File: config.mk
export PLATFORM = sky130hd
export DESIGN_NAME = led_arbiter
export DESIGN_NICKNAME = d
export VERILOG_FILES = /design/src/rtl/led_arbiter.sv
export SDC_FILE = /design/constraint.sdc
export NUM_CORES = 1
export LEC_CHECK = 0
export ABC_AREA = 1
export BUFFER_PORTS_ARGS = -buffer_cell sky130_fd_sc_hd__buf_2
export CAP_MARGIN = 20
export CORE_ASPECT_RATIO = 0.9
export CORE_MARGIN = 2
export CORE_UTILIZATION = 54
export DETAILED_ROUTE_END_ITERATION = 12
export PLACE_DENSITY = 0.84
export REMOVE_ABC_BUFFERS = 1
export SLEW_MARGIN = 20
export SYNTH_ARGS = -nofsm -noshare
export SYNTH_HDL_FRONTEND = slang
export SYNTH_SLANG_ARGS = --single-unit
File: constraint.sdc
create_clock -name clk -period 2.43 [get_ports clk]
set_input_delay 0.243 -clock clk [delete_from_list [all_inputs] [get_ports clk]]
set_output_delay 0.243 -clock clk [all_outputs]
set_load 0.02 [all_outputs]
File: src/rtl/led_arbiter.sv
// Round-robin owner of the 8-bit LED bank with a minimum hold per grant;
// a heartbeat on led[7:6] is shown whenever no requester is active.
module led_arbiter #(
  parameter int NREQ        = 4,
  parameter int HOLD_CYCLES = 4,
  parameter int CNT_W       = 24
) (
  input  logic              clk,
  input  logic              reset_n,
  input  logic [NREQ-1:0]   req,
  input  logic [NREQ*8-1:0] req_data,
  output logic [NREQ-1:0]   grant,
  output logic [2:0]        grant_id,
  output logic              busy,
  output logic [7:0]        led
);

  localparam int              HW        = (HOLD_CYCLES > 1) ? $clog2(HOLD_CYCLES) : 1;
  localparam logic [HW-1:0]   HOLD_LOAD = HW'(HOLD_CYCLES - 1);
  localparam logic [3:0]      NREQ_W    = 4'(NREQ);

  typedef enum logic {
    IDLE  = 1'b0,
    GRANT = 1'b1
  } state_t;

  state_t            state, state_nxt;
  logic [CNT_W-1:0]  cnt;
  logic [HW-1:0]     hold_cnt, hold_nxt;
  logic [2:0]        last, last_nxt, id_nxt;
  logic [NREQ-1:0]   grant_nxt;
  logic              busy_nxt;
  logic [7:0]        led_nxt;

  logic [7:0]        req_pad;
  logic [63:0]       data_pad;
  logic [7:0]        cand;
  logic              rr_found;
  logic [2:0]        rr_idx;
  logic [3:0]        idx;
  logic              owner_req;
  logic              release_grant;
  logic [7:0]        led_hb;
  logic [7:0]        owner_data;

  // Padding to 8 lanes lets the 3-bit owner index address requesters for any NREQ.
  always_comb begin
    req_pad    = 8'(req);
    data_pad   = 64'(req_data);
    owner_data = data_pad[{grant_id, 3'b000} +: 8];
    owner_req  = req_pad[grant_id];
    led_hb     = {cnt[CNT_W-1 -: 2], 6'b00_0000};
  end

  // While granted, the current owner is masked out so a handoff never re-picks it.
  always_comb begin
    cand     = (state == GRANT) ? (req_pad & ~8'(grant)) : req_pad;
    rr_found = 1'b0;
    rr_idx   = 3'd0;
    idx      = 4'd0;
    for (int k = 1; k <= 8; k++) begin
      if (k <= NREQ) begin
        idx = {1'b0, last} + 4'(k);
        if (idx >= NREQ_W) begin
          idx = idx - NREQ_W;
        end
        if (!rr_found && cand[idx[2:0]]) begin
          rr_found = 1'b1;
          rr_idx   = idx[2:0];
        end
      end
    end
  end

  assign release_grant = !owner_req || ((hold_cnt == '0) && rr_found);

  always_comb begin
    state_nxt = state;
    grant_nxt = grant;
    id_nxt    = grant_id;
    busy_nxt  = busy;
    led_nxt   = led;
    hold_nxt  = hold_cnt;
    last_nxt  = last;
    case (state)
      IDLE: begin
        led_nxt   = led_hb;
        grant_nxt = '0;
        busy_nxt  = 1'b0;
        if (rr_found) begin
          state_nxt = GRANT;
          grant_nxt = NREQ'(1) << rr_idx;
          id_nxt    = rr_idx;
          busy_nxt  = 1'b1;
          last_nxt  = rr_idx;
          hold_nxt  = HOLD_LOAD;
        end
      end
      GRANT: begin
        led_nxt  = owner_data;
        hold_nxt = (hold_cnt == '0) ? '0 : hold_cnt - HW'(1);
        if (release_grant) begin
          if (rr_found) begin
            grant_nxt = NREQ'(1) << rr_idx;
            id_nxt    = rr_idx;
            last_nxt  = rr_idx;
            hold_nxt  = HOLD_LOAD;
          end else begin
            state_nxt = IDLE;
            grant_nxt = '0;
            busy_nxt  = 1'b0;
          end
        end
      end
      default: begin
        state_nxt = IDLE;
        grant_nxt = '0;
        busy_nxt  = 1'b0;
      end
    endcase
  end

  always_ff @(posedge clk or negedge reset_n) begin
    if (!reset_n) begin
      state    <= IDLE;
      cnt      <= '0;
      hold_cnt <= '0;
      last     <= 3'(NREQ - 1);
      grant    <= '0;
      grant_id <= 3'd0;
      busy     <= 1'b0;
      led      <= 8'h00;
    end else begin
      state    <= state_nxt;
      cnt      <= cnt + CNT_W'(1);
      hold_cnt <= hold_nxt;
      last     <= last_nxt;
      grant    <= grant_nxt;
      grant_id <= id_nxt;
      busy     <= busy_nxt;
      led      <= led_nxt;
    end
  end

  a_grant_onehot: assert property (@(posedge clk) disable iff (!reset_n) $onehot0(grant));
  a_busy_match:   assert property (@(posedge clk) disable iff (!reset_n) busy == (|grant));

endmodule
==> out/qor.csv, run 1 <==
stage;metric;value;unit
timing;final setup vio count;0;
timing;worst slew pin tran;0.9434;ns
layout;final core occ;0.6471;
global_routing;initial antenna violation count;0;
pwr;total power;3.211;mW
critical_path;CP endpoint kind;register;
drt;Iter 0 DRT Violations;135;
timing;fmax;0.4539;GHz
floorplan;DIE WIDTH;74.73;microns
critical_path;R2R Path Start;last[1]$_DFFE_PN1P_;
clock_tree;TritonCTS buffer count;5;
timing;fin crit share;0.9066;
yosys;top_reg_cell synth;dfrtp_1;
timing;relative slew slack;0.3710;
run;total of max-cap violations;0;
drt;vias per cell;5.083;
yosys;Post-Synthesis Cells;288;
global_routing;grt total ovfl;0;
yosys;post-synthesis cell type count;31;
critical_path;cells on worst reg2reg path;10;
yosys;Yosys top cell by area;dfrtp_1;
clock_tree;Clock Root Buffer;clkbuf_8;
drt;Avg WL per Cell;12.29;microns
drt;DRC viols;0;
floorplan;core area;4403;sq um
place;Final Wtd Congestion;0.9910;
yosys;Post-synth EDFFs;0;
worst_hold_path;HP Class;in2async;
timing;total negative slack;0;ns
critical_path;data arrival time of the worst path;2.44;ns
floorplan;Die Y;67.66;microns
layout;layout cells sized above 1;0.2688;
clock_tree;Resized cells post-CTS;0;
status;status;completed;
yosys;Async SR Flop Fraction;1.000;
global_routing;first-pass GRT wire length;8307;microns
floorplan;Initial Utilization;0.5521;
yosys;share of the synthesized area in the top cell type;0.4426;
critical_path;FF-to-FF setup slack;0.23;ns
clock_tree;Clock Path Buffers;2;
floorplan;full die area;5056;sq um
timing;RSZ-0062 raised after global routing;false;
yosys;sequential element share of the synthesized area;0.4642;
yosys;dominant cells by area after synthesis;dfrtp_1 (44%), nand2_1 (7.4%), nor2_1 (6.5%);
clock_tree;TritonCTS sink count;45;
place;number of port buffers;53;
yosys;Synth top cells by count;nand2_1 (48), dfrtp_1 (43), nor2_1 (42);
floorplan;row cnt;23;
yosys;Syn Std Cell Area;2431;sq um
floorplan;IO Count;54;
pwr;Pleak;1.454;nW
drt;drt total wl;5014;microns
critical_path;type of origin of the critical path;register;
clock_tree;CTS tree;built;
clock_tree;clock latency at the later pin of the worst-skew pair;0.31;ns
drt;via count;2074;
timing;clock period minus worst slack;2.203;ns
drt;Detail Route Antenna Nets;0;
global_routing;vias in the first global route;1831;
timing;max-slew violations;0;
global_routing;overall routing resource usage;0.2208;
global_routing;largest net degree at the start of global routing;46;
yosys;most common cell in the netlist;nand2_1;
layout;Ant. Diodes;0;
critical_path;CP max FO;6;
critical_path;CP startpoint;last[1]$_DFFE_PN1P_;
place;DP HPWL;3797;microns
clock_tree;H-tree depth;2;
critical_path;RR Endpoint;last[0]$_DFFE_PN1P_;
layout;FILL cells;381;
critical_path;WP data required;2.66;ns
layout;Reg area;1129;sq um
layout;Net count, final;386;
clock_tree;clk slew on worst S/H paths;0.09;ns
critical_path;Crit Path Class;reg2reg;
timing;final hold violation count;0;
clock_tree;Post-CTS Setup Repair Bufs;0;
pwr;Pwr per Cell Area;1127;nW/um^2
layout;Layout area overhead;17.19;%
clock_tree;cts hold-fix bufs;0;
drt;first drt pass iteration count;4;
yosys;Avg Synthesized Cell Area;8.441;sq um
yosys;#FFs+latches synth;45;
layout;Multi-input gate area;1150;sq um
timing;Worst Clk Skew;0.007720;ns
critical_path;CP endpoint;last[0]$_DFFE_PN1P_;
pwr;Peak VDD IR;637.0;uV
yosys;Yosys warning total;0;
## registers in the layout, indices dropped and copies added, names as in the netlist
register and cells:
busy 1, led 8, grant_id 3, state 1, last 2, cnt 24, grant 4, hold_cnt 2
## per-stage QoR
step | hold WS [ns] | instance area [sq um] | setup WS (ns) | std cells
6_report | 0.06968 | 2849 | 0.2268 | 408
5_1_grt | 0.1572 | 2849 | 0.07537 | 408
4_1_cts | 0.1133 | 2849 | 0.2568 | 408
3_5_place_dp | 0.4444 | 2759 | 0.2827 | 400
3_3_place_gp | 0.4475 | 2759 | 0.3775 | 400
2_1_floorplan | -0.05259 | 2386 | 0.3810 | 281
## layer usage
layer / track usage / vias to the layer above / share of wire
met2: 0.3540 / 82 / 0.45
met4: 0.06027 / 0 / 0.013
li1: - / 1049 / -
met3: 0.05821 / 6 / 0.071
met5: 0 / - / 0
met1: 0.2976 / 937 / 0.47
## cell families (layout without fill, tap and decap cells)
kind of cell    Yosys count  count (layout)  synth area share
simple gates            143             143            0.2913
flops                    45              45            0.4642
compound gates           40              40           0.08698
buf+inv                  35              93           0.06279
xor+xnor                 22              22           0.07926
fa+ha+maj                 3               3           0.01544
## worst max-delay path, stage by stage (launching register included)
cell and delay (ns):
dfstp_2 0.60, inv_2 0.08, ha_1 0.33, inv_1 0.08
nand3_1 0.11, nand3_2 0.13, nand4_2 0.15, a21boi_2 0.30
buf_4 0.19, nand2_1 0.07, o21ai_1 0.10
## worst min-delay path by stage
stage | from | endpoint | cells past startpoint | slack (ns)
floorplan | reset_n | busy$_DFFE_PN0P_ | 0 | -0.05
global placement | reset_n | led[0]$_DFF_PN0_ | 1 | 0.45
detailed placement | reset_n | led[0]$_DFF_PN0_ | 1 | 0.44
CTS | reset_n | cnt[20]$_DFF_PN0_ | 1 | 0.11
global route | reset_n | cnt[11]$_DFF_PN0_ | 1 | 0.16
finish | reset_n | led[0]$_DFF_PN0_ | 1 | 0.07
## cells in the final DEF (no fill, tap or decap), types with 2 or more instances in the layout
master,n
dfstp_2,2
xor2_1,14
o21ai_1,6
nor3_2,3
xnor2_1,8
nor3_1,3
dfrtp_1,43
nand3_1,26
nand4_1,5
nand2_2,2
nand4_2,2
buf_2,53
inv_1,22
clkbuf_8,5
buf_4,4
nand2_1,48
ha_1,3
inv_2,5
nor2_4,4
o22ai_1,2
a21oi_1,9
o21ai_0,21
nand3_2,4
nor2_1,42
nor2_2,2
## layout make-up
class	count	area share
flip-flops and latches	45	0.3961
clock buffers	5	0.02415
repair buffers	57	0.1036
clock inverters	3	0.007466
multi-input cells	208	0.4036
inverters	28	0.03777
well taps	62	0.02723
## power breakdown
part | switching [mW] | internal, mW | total (mW)
combinational | 1.10 | 0.592 | 1.70
sequential | 0.115 | 0.930 | 1.05
clock | 0.265 | 0.204 | 0.469
Note: power is estimated with default switching activity, not from simulation.
==> run 2: changes to the inputs <==
--- a/config.mk
+++ b/config.mk
@@ -10,9 +10,9 @@
 export CAP_MARGIN = 20
 export CORE_ASPECT_RATIO = 0.9
 export CORE_MARGIN = 2
-export CORE_UTILIZATION = 54
+export CORE_UTILIZATION = 40
 export DETAILED_ROUTE_END_ITERATION = 12
-export PLACE_DENSITY = 0.84
+export PLACE_DENSITY = 0.66
 export REMOVE_ABC_BUFFERS = 1
 export SLEW_MARGIN = 20
 export SYNTH_ARGS = -nofsm -noshare
==> run 2 against run 1 <==
Routed wire length increased by 4.0%. Critical path depth stayed put. Maximum frequency is 0.81% higher. First-iteration DRC count fell by 3.0%. Critical path type unchanged. Critical endpoint is now last[1]$_DFFE_PN1P_.
==> out/qor.csv, run 2 (same netlist as run 1, synthesis figures left out) <==
stage;metric;value;unit;change
clock_tree;CTS tree;built;;
floorplan;DIE WIDTH;86.18;microns;+15%
critical_path;Crit Path Class;reg2reg;;
floorplan;core area;5758;sq um;+31%
place;DP HPWL;3981;microns;+4.9%
floorplan;IO Count;54;;unchanged
drt;first drt pass iteration count;5;;+1
layout;commonest non-fill, non-tap cell in the layout;buf_2;;
layout;commonest cells after routing, fill and taps aside;buf_2 (53), nand2_1 (48), dfrtp_1 (43);;
global_routing;vias in the first global route;2054;;+12%
place;number of port buffers;53;;unchanged
timing;final setup vio count;0;;unchanged
drt;vias per cell;4.983;;-2.0%
place;Final Wtd Congestion;0.9424;;-4.9%
pwr;total power;3.193;mW;-0.54%
timing;fmax;0.4576;GHz;+0.81%
floorplan;row cnt;26;;+13%
critical_path;type of origin of the critical path;register;;
timing;minimum hold slack;0.2493;ns;+0.1796 ns
drt;Avg WL per Cell;12.48;microns;+1.6%
drt;via count;2083;;+0.43%
critical_path;CP max FO;6;;unchanged
layout;flip-flop count of the largest register after layout;24;;unchanged
clock_tree;Post-CTS Setup Repair Bufs;0;;unchanged
timing;relative slew slack;0.6382;;+0.2671
global_routing;largest net degree at the start of global routing;26;;-43%
clock_tree;Clock Path Buffers;2;;unchanged
clock_tree;Resized cells post-CTS;0;;unchanged
place;Area after DPL;2776;sq um;+0.63%
layout;largest register by flop count;cnt;;
timing;fin crit share;0.8993;;-0.007299
layout;final core occ;0.4978;;-0.1492
layout;Largest regs;cnt x24, led x8, grant x4;;
layout;Final Cell Area;2867;sq um;+0.61%
floorplan;Initial Utilization;0.4222;;-0.1299
critical_path;Max stage delay cell, worst path;dfstp_2;;
drt;Detail Route Antenna Nets;0;;unchanged
global_routing;first-pass GRT wire length;9190;microns;+11%
critical_path;Buf/Inv on CP;3;;unchanged
pwr;Peak VDD IR;447.4;uV;-30%
critical_path;CP endpoint kind;register;;
critical_path;CP cell instances;inv_2 -> ha_1 -> inv_1 -> nand3_1 -> nand3_2 -> nand4_2 -> a21boi_2 -> buf_4 -> nand2_1 -> o21ai_1;;
clock_tree;Clock Root Buffer;clkbuf_8;;
timing;RSZ-0062 raised after global routing;false;;
place;Placed Cells;409;;+2.3%
global_routing;overall routing resource usage;0.1711;;-0.04971
critical_path;CP peak stage delay;0.59;ns;about the same
clock_tree;TritonCTS sink count;45;;unchanged
timing;Worst Clk Skew;0.01112;ns;+0.003400 ns
place;dpl ws;0.2884;ns;+0.005705 ns
status;status;completed;;
run;total of max-cap violations;0;;unchanged
timing;max-slew violations;0;;unchanged
timing;total negative slack;0;ns;unchanged
layout;Net count, final;388;;+0.52%
drt;drt total wl;5217;microns;+4.0%
layout;Ant. Diodes;0;;unchanged
clock_tree;TritonCTS buffer count;5;;unchanged
clock_tree;clock latency at the later pin of the worst-skew pair;0.30;ns;about the same
drt;Iter 0 DRT Violations;131;;-3.0%
floorplan;full die area;6718;sq um;+33%
global_routing;grt total ovfl;0;;unchanged
timing;worst slew pin tran;0.5427;ns;-0.4007 ns
pwr;Pleak;1.458;nW;+0.33%
clock_tree;H-tree depth;2;;unchanged
critical_path;WP data required;2.65;ns;about the same
pwr;Pwr per Cell Area;1114;nW/um^2;-1.1%
drt;DRC viols;0;;unchanged
timing;Setup WS post-layout;0.2446;ns;+0.01774 ns
floorplan;Die Y;77.96;microns;+15%
layout;layout cells sized above 1;0.2615;;-0.007292
timing;final hold violation count;0;;unchanged
timing;clock period minus worst slack;2.185;ns;-0.01774 ns
layout;post-route insts no fill;418;;+2.5%
global_routing;initial antenna violation count;0;;unchanged
critical_path;data arrival time of the worst path;2.40;ns;-0.04 ns
layout;Layout area overhead;17.91;%;
worst_hold_path;HP Class;in2reg;;
critical_path;Top delay family on crit path;flip-flops;;
clock_tree;clk slew on worst S/H paths;0.08;ns;about the same
-- run 2: layout make-up --
cell class              count  area (sq um)
flip-flops and latches     45          1129
clock buffers               8         80.08
multi-input cells         208          1150
fillers                   574          2892
well taps                  70         87.58
repair buffers             59         312.8
inverters                  28         107.6
-- run 2: final timing paths --
check / startpoint / end / slack (ns) / cells past startpoint
max in group asynchronous: reset_n / last[0]$_DFFE_PN1P_ / 1.23 / 3
max reg2reg: last[1]$_DFFE_PN1P_ / last[1]$_DFFE_PN1P_ / 0.24 / 10
min in group asynchronous: reset_n / cnt[14]$_DFF_PN0_ / 0.46 / 2
min reg2reg: cnt[23]$_DFF_PN0_ / cnt[23]$_DFF_PN0_ / 0.47 / 1
min: req_data[28] / led[4]$_DFF_PN0_ / 0.25 / 3
max: last[1]$_DFFE_PN1P_ / last[1]$_DFFE_PN1P_ / 0.24 / 10
-- run 2: power by group --
group / switching (mW) / internal, mW
clock network: 0.229 / 0.204
logic: 1.13 / 0.601
registers: 0.0975 / 0.931
-- run 2: metal layers --
metal | vias to the layer above | routed length, microns | global-route usage
li1 | 1052 | - | -
met1 | 940 | 2521 | 0.2282
met2 | 82 | 2266 | 0.2729
met3 | 9 | 371 | 0.05000
met4 | 0 | 57 | 0.04375
met5 | - | 0 | 0
-- run 2: timing repair --
item / 4_1_cts / 5_1_grt
setup endpoints to repair: 0 / 0
endpoints found under the hold margin: 24 / 0
hold buffers: 1 / 0
-- run 2: worst reg2reg max path, cell delays in order, from the launching register on --
cell	delay, ns
dfstp_2	0.59
inv_2	0.07
ha_1	0.33
inv_1	0.08
nand3_1	0.11
nand3_2	0.12
nand4_2	0.16
a21boi_2	0.29
buf_4	0.19
nand2_1	0.06
o21ai_1	0.09
